File: src/rtl/run_sequencer_pkg.sv
// Purpose: shared state encoding and default sizing for the run sequencer.
// Latency: n/a (types and constants only).
// Backpressure: n/a.
package run_sequencer_pkg;

    typedef enum logic [2:0] {
        S_IDLE   = 3'd0,
        S_RUN    = 3'd1,
        S_GAP    = 3'd2,
        S_FINISH = 3'd3,
        S_FAULT  = 3'd4
    } state_t;

    localparam int DEF_ITER_W  = 16;
    localparam int DEF_CNT_W   = 32;
    localparam int DEF_TIMEOUT = 1024;

endpackage

File: src/rtl/run_sequencer_sat_counter.sv
// Purpose: up-counter that sticks at all-ones instead of wrapping.
// Latency: count updates one cycle after i_inc; clear has priority over inc.
// Backpressure: none; i_inc is ignored once saturated.
// Ports: i_clk, i_rst (sync, active-high), i_clr, i_inc -> o_count, o_sat.
module sat_counter #(
    parameter int W = 8
) (
    input  logic         i_clk,
    input  logic         i_rst,
    input  logic         i_clr,
    input  logic         i_inc,
    output logic [W-1:0] o_count,
    output logic         o_sat
);

    logic [W-1:0] r_count;

    assign o_count = r_count;
    assign o_sat   = &r_count;

    always_ff @(posedge i_clk) begin
        if (i_rst || i_clr) begin
            r_count <= '0;
        end else if (i_inc && !o_sat) begin
            r_count <= r_count + 1'b1;
        end
    end

endmodule

File: src/rtl/run_sequencer.sv
// Purpose: accepts a batch from the host (4-phase req/ack) and starts the datapath once per iteration.
// Latency: dp_start rises 1 cycle after acceptance; host_ack rises 1 cycle after the final dp_done.
// Backpressure: waits on dp_done each iteration; a per-iteration watchdog aborts to FAULT.
// Ports: i_clock, i_reset (sync, active-high); host side i_host_req, i_host_iterations,
//        o_host_ack, o_busy, o_timeout, o_total_cycles; datapath side o_dp_start, i_dp_done.
module run_sequencer
    import run_sequencer_pkg::*;
#(
    parameter int ITER_W  = DEF_ITER_W,
    parameter int CNT_W   = DEF_CNT_W,
    parameter int TIMEOUT = DEF_TIMEOUT
) (
    input  logic              i_clock,
    input  logic              i_reset,
    input  logic              i_host_req,
    input  logic [ITER_W-1:0] i_host_iterations,
    output logic              o_host_ack,
    output logic              o_busy,
    output logic              o_timeout,
    output logic [CNT_W-1:0]  o_total_cycles,
    output logic              o_dp_start,
    input  logic              i_dp_done
);

    // Watchdog only needs to reach TIMEOUT-1.
    localparam int                WD_W    = (TIMEOUT > 2) ? $clog2(TIMEOUT) : 1;
    localparam logic [WD_W-1:0]   WD_LAST = WD_W'(TIMEOUT - 1);

    state_t            r_state;
    logic [ITER_W-1:0] r_remaining;
    logic              r_timeout;

    logic              w_accept;
    logic              w_tot_inc;
    logic              w_wd_clr;
    logic              w_wd_inc;
    logic [WD_W-1:0]   w_wd_count;
    logic              w_wd_sat;
    logic              w_wd_expired;
    logic              w_tot_sat;

    assign w_accept  = (r_state == S_IDLE) && i_host_req;
    assign w_tot_inc = (r_state == S_RUN) || (r_state == S_GAP);
    assign w_wd_inc  = (r_state == S_RUN);
    // A completed iteration restarts the watchdog for the next one.
    assign w_wd_clr  = w_accept || ((r_state == S_RUN) && i_dp_done);
    // Saturation can only coincide with or follow WD_LAST; it is a backstop.
    assign w_wd_expired = (w_wd_count == WD_LAST) || w_wd_sat;

    sat_counter #(.W(CNT_W)) u_total (
        .i_clk   (i_clock),
        .i_rst   (i_reset),
        .i_clr   (w_accept),
        .i_inc   (w_tot_inc),
        .o_count (o_total_cycles),
        .o_sat   (w_tot_sat)
    );

    sat_counter #(.W(WD_W)) u_watchdog (
        .i_clk   (i_clock),
        .i_rst   (i_reset),
        .i_clr   (w_wd_clr),
        .i_inc   (w_wd_inc),
        .o_count (w_wd_count),
        .o_sat   (w_wd_sat)
    );

    always_ff @(posedge i_clock) begin
        if (i_reset) begin
            r_state     <= S_IDLE;
            r_remaining <= '0;
            r_timeout   <= 1'b0;
        end else begin
            case (r_state)
                S_IDLE: begin
                    if (i_host_req) begin
                        r_remaining <= i_host_iterations;
                        r_timeout   <= 1'b0;
                        r_state     <= (i_host_iterations == '0) ? S_FINISH : S_RUN;
                    end
                end
                S_RUN: begin
                    if (i_dp_done) begin
                        if (r_remaining == ITER_W'(1)) begin
                            r_state <= S_FINISH;
                        end else begin
                            r_remaining <= r_remaining - 1'b1;
                            r_state     <= S_GAP;
                        end
                    end else if (w_wd_expired) begin
                        r_timeout <= 1'b1;
                        r_state   <= S_FAULT;
                    end
                end
                // One low cycle so every iteration sees a fresh start edge.
                S_GAP: r_state <= S_RUN;
                S_FINISH, S_FAULT: begin
                    if (!i_host_req) begin
                        r_state <= S_IDLE;
                    end
                end
                default: r_state <= S_IDLE;
            endcase
        end
    end

    // Outputs decode the registered state only; dp_done never reaches dp_start.
    assign o_dp_start = (r_state == S_RUN);
    assign o_busy     = (r_state == S_RUN) || (r_state == S_GAP);
    assign o_host_ack = (r_state == S_FINISH) || (r_state == S_FAULT);
    assign o_timeout  = r_timeout;

endmodule
File: config.mk
export PLATFORM = sky130hd
export DESIGN_NAME = run_sequencer
export DESIGN_NICKNAME = d
export VERILOG_FILES = /design/src/rtl/run_sequencer_pkg.sv /design/src/rtl/run_sequencer_sat_counter.sv /design/src/rtl/run_sequencer.sv
export SDC_FILE = /design/constraint.sdc
export NUM_CORES = 1
export LEC_CHECK = 0
export ABC_AREA = 1
export CORE_UTILIZATION = 40
export CTS_BUF_LIST = sky130_fd_sc_hd__clkbuf_2
export DETAILED_ROUTE_END_ITERATION = 7
export HOLD_SLACK_MARGIN = 0.05
export PLACE_DENSITY = 0.62
export SLEW_MARGIN = 20
export SYNTH_ARGS = -nofsm -noshare
export SYNTH_HDL_FRONTEND = slang
export SYNTH_SLANG_ARGS = --single-unit
File: constraint.sdc
create_clock -name i_clock -period 3.21 [get_ports i_clock]
set_input_delay 0.642 -clock i_clock [delete_from_list [all_inputs] [get_ports i_clock]]
set_output_delay 0.642 -clock i_clock [all_outputs]
set_load 0.05 [all_outputs]
## Yosys cells after proc, flatten, opt, wreduce, memory -nomap -nowiden

Cells that the tools add are included.

| word-level totals | value |
|---|---|
| latch bits | 0 |
| word-level logic and storage cells | 57 |
| memories | 0 |
| flip-flop bits (word level) | 62 |
| RAM bits | 0 |
| ROM bits | 0 |

| cells by class | value |
|---|---|
| muxes and demuxes | 15 |
| shift-type cells | 0 |
| magnitude comparators | 0 |
| multiply operators | 0 |
| equality and inequality tests | 13 |
| bitwise operators | 0 |
| add/sub/neg operators | 3 |
| divide/modulo/power cells | 0 |
| reductions and logical operators | 21 |

Operator list:

| operator | number |
|---|---|
| $mux 16 | 3 |
| $add 32x1->32 const B | 1 |
| $pmux 16 s2 | 1 |
| $reduce_and 32->1 | 1 |
| $eq 16x1->1 const B | 1 |
| $logic_not 16->1 | 1 |
| $sub 16x1->16 const B | 1 |
| $mux 3 | 4 |
| $ne 2x2->1 const B | 6 |
| $pmux 3 s4 | 1 |
| $add 10x1->10 const B | 1 |
| $eq 10x10->1 const B | 1 |
| $reduce_and 10->1 | 1 |
| $reduce_and 4->1 | 2 |
| $eq 3x2->1 const B | 2 |
| $logic_or 1x1->1 | 6 |
| $logic_and 1x1->1 | 4 |
| $mux 1 | 4 |
| $eq 3x1->1 const B | 1 |
| $eq 3x3->1 const B | 1 |
| $logic_not 3->1 | 1 |
| $ne 3x3->1 const B | 1 |
| $reduce_and 3->1 | 1 |
| $logic_not 1->1 | 2 |
| other kinds (4) | 4 |

## Depth between registers and ports, before layout

| logic depth | value |
|---|---|
| depth in word-level cells | 5 |
| mapped depth | 12 |
| gate-level depth less buffers | 12 |

## Cells and area by module

A second synthesis with hierarchy kept.

| unflattened totals | value |
|---|---|
| cells, all modules | 727 |
| area total of the unflattened synthesis | 4279.1 µm² |

Modules (own cells, without submodules):

| module | times used | cells each | area each (µm²) | seq. area each (µm²) |
|---|---|---|---|---|
| sat_counter at u_total | 1 | 328 | 1989.4 | 640.6 |
| run_sequencer | 1 | 304 | 1680.4 | 400.4 |
| sat_counter at u_watchdog | 1 | 95 | 609.3 | 200.2 |

## Worst setup path before layout

OpenSTA, ideal clock, no wires.

| timing | value |
|---|---|
| kind | register to register |
| start point | register u_total.r_count[0], in the netlist u_total.o_count[0] |
| end point | register u_total.r_count[7], in the netlist u_total.o_count[7] |
| arrival | 2010 ps |
| required time | 3144 ps |
| setup slack | 1134 ps |
| library setup time | 66 ps |
| period minus slack after synthesis | 2076 ps |
| cell stages (with the launch flop) | 12 |
| buffers on the path | 2 |
| cells stage by stage | dfxtp_1 -> ha_1 -> inv_1 -> nor2_4 -> nand2_4 -> nor2_8 -> nand2_4 -> nand2_4 -> buf_6 -> buf_8 -> nand2_1 -> a21oi_2 |

| on the way | value |
|---|---|
| longest elaborated chain between the ends | 3 |
| elaborated cells on any way between the ends | 4 |
| those cells by class | 1 x add/sub; 3 x reduce/logical |

Ends and longest elaborated chain:

| what | line | source |
|---|---|---|
| start: declaration | run_sequencer_sat_counter.sv:16 | `logic [W-1:0] r_count;` |
| start signal: assignment | run_sequencer_sat_counter.sv:25 | `r_count <= r_count + 1'b1;` |
| parallel branches: the longest is 3 deep, another holds $add 32x1->32 | n/a |  |

Several ways; the timed one is not identified.
A chain may end at the register's enable or synchronous reset.

## Final worst setup path

| timing | value |
|---|---|
| start point | register r_state[0] |
| end point | output o_busy |

| on the way | value |
|---|---|
| longest elaborated chain between the ends | 2 |
| elaborated cells on any way between the ends | 3 |
| those cells by class | 2 x eq/ne; 1 x reduce/logical |

Ends and longest elaborated chain:

| what | line | source |
|---|---|---|
| start: declaration | run_sequencer.sv:29 | `state_t r_state;` |
| start signal: assignment | run_sequencer.sv:79 | `r_state <= (i_host_iterations == '0) ? S_FINISH : S_RUN;` |
| $eq 3x1->1 / $eq 3x2->1 (equally long branches) | run_sequencer.sv:109 | `assign o_busy = (r_state == S_RUN) \|\| (r_state == S_GAP);` |
| $logic_or 1x1->1 (*) | run_sequencer.sv:109 |  |
| end: declaration | run_sequencer.sv:18 | `output logic o_busy,` |

Every way passes the cells marked *; elsewhere a longest branch is shown, timed or not.

==> impl_metrics.toml <==
[status]
outcome = "finished, final reports clean"

[power_and_ir_drop]
p_per_area_mw_per_mm2 = 549
p_leak_nw = 1.91
ir_worst_vdd_mv = 0.314

[logic_synthesis]
synth-seq-cells = 62
synth.avg_cell_area_sq_um = 6.04
netlist_area_sq_mm = 0.00407
synthCells = 674
yosys.area.top_type = "dfxtp_1"
yosys_warnings = 0
synth.top_cell.area_share = 0.305
synth_area_leaders = "dfxtp_1 30%, nand2_1 21%, nor2_1 11%"
syn_nets = 698
ys_seq_area_frac = 0.305
yosysUniqueCellTypes = 30

[clock_network]
cts_buffers = 9
clockBufferDepth = 2
cts_root_buffer = "clkbuf_2"
post-cts-setup-buffers = 0
clkLatencyLatePin_ns = 0.50
cts_hold_buf = 0
h-tree-depth = 3
cts_resized = 0
cts_tree = "done"
clock-sinks = 62
clk_pin_slew_ns = 0.18

[route]
viasPerCell = 4.89
drc = 0
first_iter_violations = 125
ant_nets = 0
vias = 4252
drtPass1Iterations = 4
wl_per_cell_um = 12.4
routed_wl_um = 10800

[global_routing]
antenna_found_initial = 0
grt_pass1_vias = 4065
grt_pass1_wl_um = 18300
overflow = 0
grtUsageTotal = 0.222
grt_max_degree = 31

[final_layout]
diodes = 0
nFillCells = 1056
nNetsFinal = 756
drive_gt1_frac = 0.0814
syn_to_final_growth_pct = 19.2
post-route-util = 0.494

[floorplan]
num_io_pins = 56
die_y_um = 103
die_area_sq_mm = 0.0106
rows = 36
die_x_um = 103
start_util = 0.415
core_area_sq_mm = 0.00982

[flow_run]
max_cap_violations = 0

[sta]
rsz0062_at_grt = "false"
min_period_ns = 3.00
final_max_slew_viol_count = 0
relSlewSlack = 0.612
fin_setup_tns_ns = 0
period_share = 0.935
worst_pin_slew_ns = 0.580
holdWs_ns = 0.455
fin_skew_ns = 0.0197
max_freq_mhz = 333
hold_viol = 0
setup_violations = 0

[critical_path]
endpoint_kind = "output port"
critical_path.max_stage_delay_ns = 0.87
arrival_ns = 2.36
startpoint_type = "flip-flop"
worst_path_max_delay_cell = "clkdlybuf4s50_1"
critPathKind = "reg2out"
cp_max_fo = 9
cp_cell_sequence = "a21oi_1, inv_1, nor2_4, clkdlybuf4s50_1"
cp.required_ns = 2.57
r2r_slack_ns = 1.01

[place]
place_congestion = 0.830
portBuffers = 55
dp_hpwl_um = 8130

[worst_hold_path]
holdCritPathClass = "reg2reg"
[registers in the layout (all words and copies together), names as in the netlist]
name	flops
r_remaining	16
u_watchdog.o_count	10
u_total.o_count	32
o_timeout	1
r_state	3
[cells in the mapped netlist, drive strengths merged]
library cell  number
clkbuf             5
dfxtp             62
o21ai             20
buf                8
xnor2              6
inv               72
ha                 4
nor2             126
nand3b            14
xor2              10
or2                4
o21bai             1
nand2            243
a21oi             52
nand4             11
nor3               7
nand3             29
[final timing paths]
path,startpoint,end,cells past startpoint
worst max register to register,u_total.o_count[0],u_total.o_count[28],10
worst max-delay path,r_state[0],o_busy,4
worst min register to register,u_watchdog.o_count[4],u_watchdog.o_count[4],2
worst min-delay path,u_watchdog.o_count[4],u_watchdog.o_count[4],2
[metrics by stage]
| step | setup WS (ns) | std cells | instance area (sq um) | total power [mW] |
|---|---|---|---|---|
| 6_report | 0.207 | 870 | 4850 | 2.67 |
| 5_1_grt | 0.0437 | 870 | 4850 | 2.91 |
| 4_1_cts | 0.185 | 870 | 4850 | 2.68 |
| 3_5_place_dp | 0.783 | 854 | 4750 | 2.20 |
| 3_3_place_gp | 0.830 | 854 | 4750 | 2.18 |
| 2_1_floorplan | 1.13 | 674 | 4070 | 1.90 |
[layout make-up]
| type | count | area [sq um] | area share |
|---|---|---|---|
| clock buffer | 11 | 55.1 | 0.0113 |
| clock inverter | 5 | 50.0 | 0.0103 |
| inverter | 72 | 270 | 0.0557 |
| timing repair buffer | 60 | 588 | 0.121 |
| sequential | 62 | 1240 | 0.256 |
| multi-input combinational | 527 | 2480 | 0.511 |
| tap | 133 | 166 | 0.0343 |
[critical path: cells and delay by family (launching register included)]
family	cells	cell delay, ns
buf+inv	2	0.98
flops	1	0.41
simple gates	1	0.24
compound gates	1	0.23
[logic make-up after synthesis]
family / Yosys count / synth area share
buffers and inverters: 85 / 0.0855
adders and majority gates: 4 / 0.0123
DFF: 62 / 0.305
AOI/OAI and AO/OA: 73 / 0.0996
xor gates and xnor gates: 16 / 0.0344
and+or+nand+nor: 434 / 0.463
[metal layers]
metal	vias up	track usage	wire (um)
li1	2217	-	-
met1	1901	0.253	4700
met2	104	0.400	5210
met3	30	0.0325	441
met4	0	0.119	401
met5	-	0	0
[where the power goes]
group / internal [mW] / switching, mW
registers: 0.855 / 0.0953
logic: 0.377 / 0.860
clock network: 0.180 / 0.298
[placed cells by master (no fill, tap or decap), types with 7 or more instances in the layout]
master and n:
xor2_1 10, nand3b_1 14, o21ai_0 18, nand3_1 28, clkbuf_2 11, nand2_2 7
nand4_1 11, clkdlybuf4s50_1 55, nor2_2 7, a21oi_2 10, dfxtp_1 62, nor2_1 114
nand2_1 233, inv_1 69, a21oi_1 42
Power figures use the tool's default switching activity.
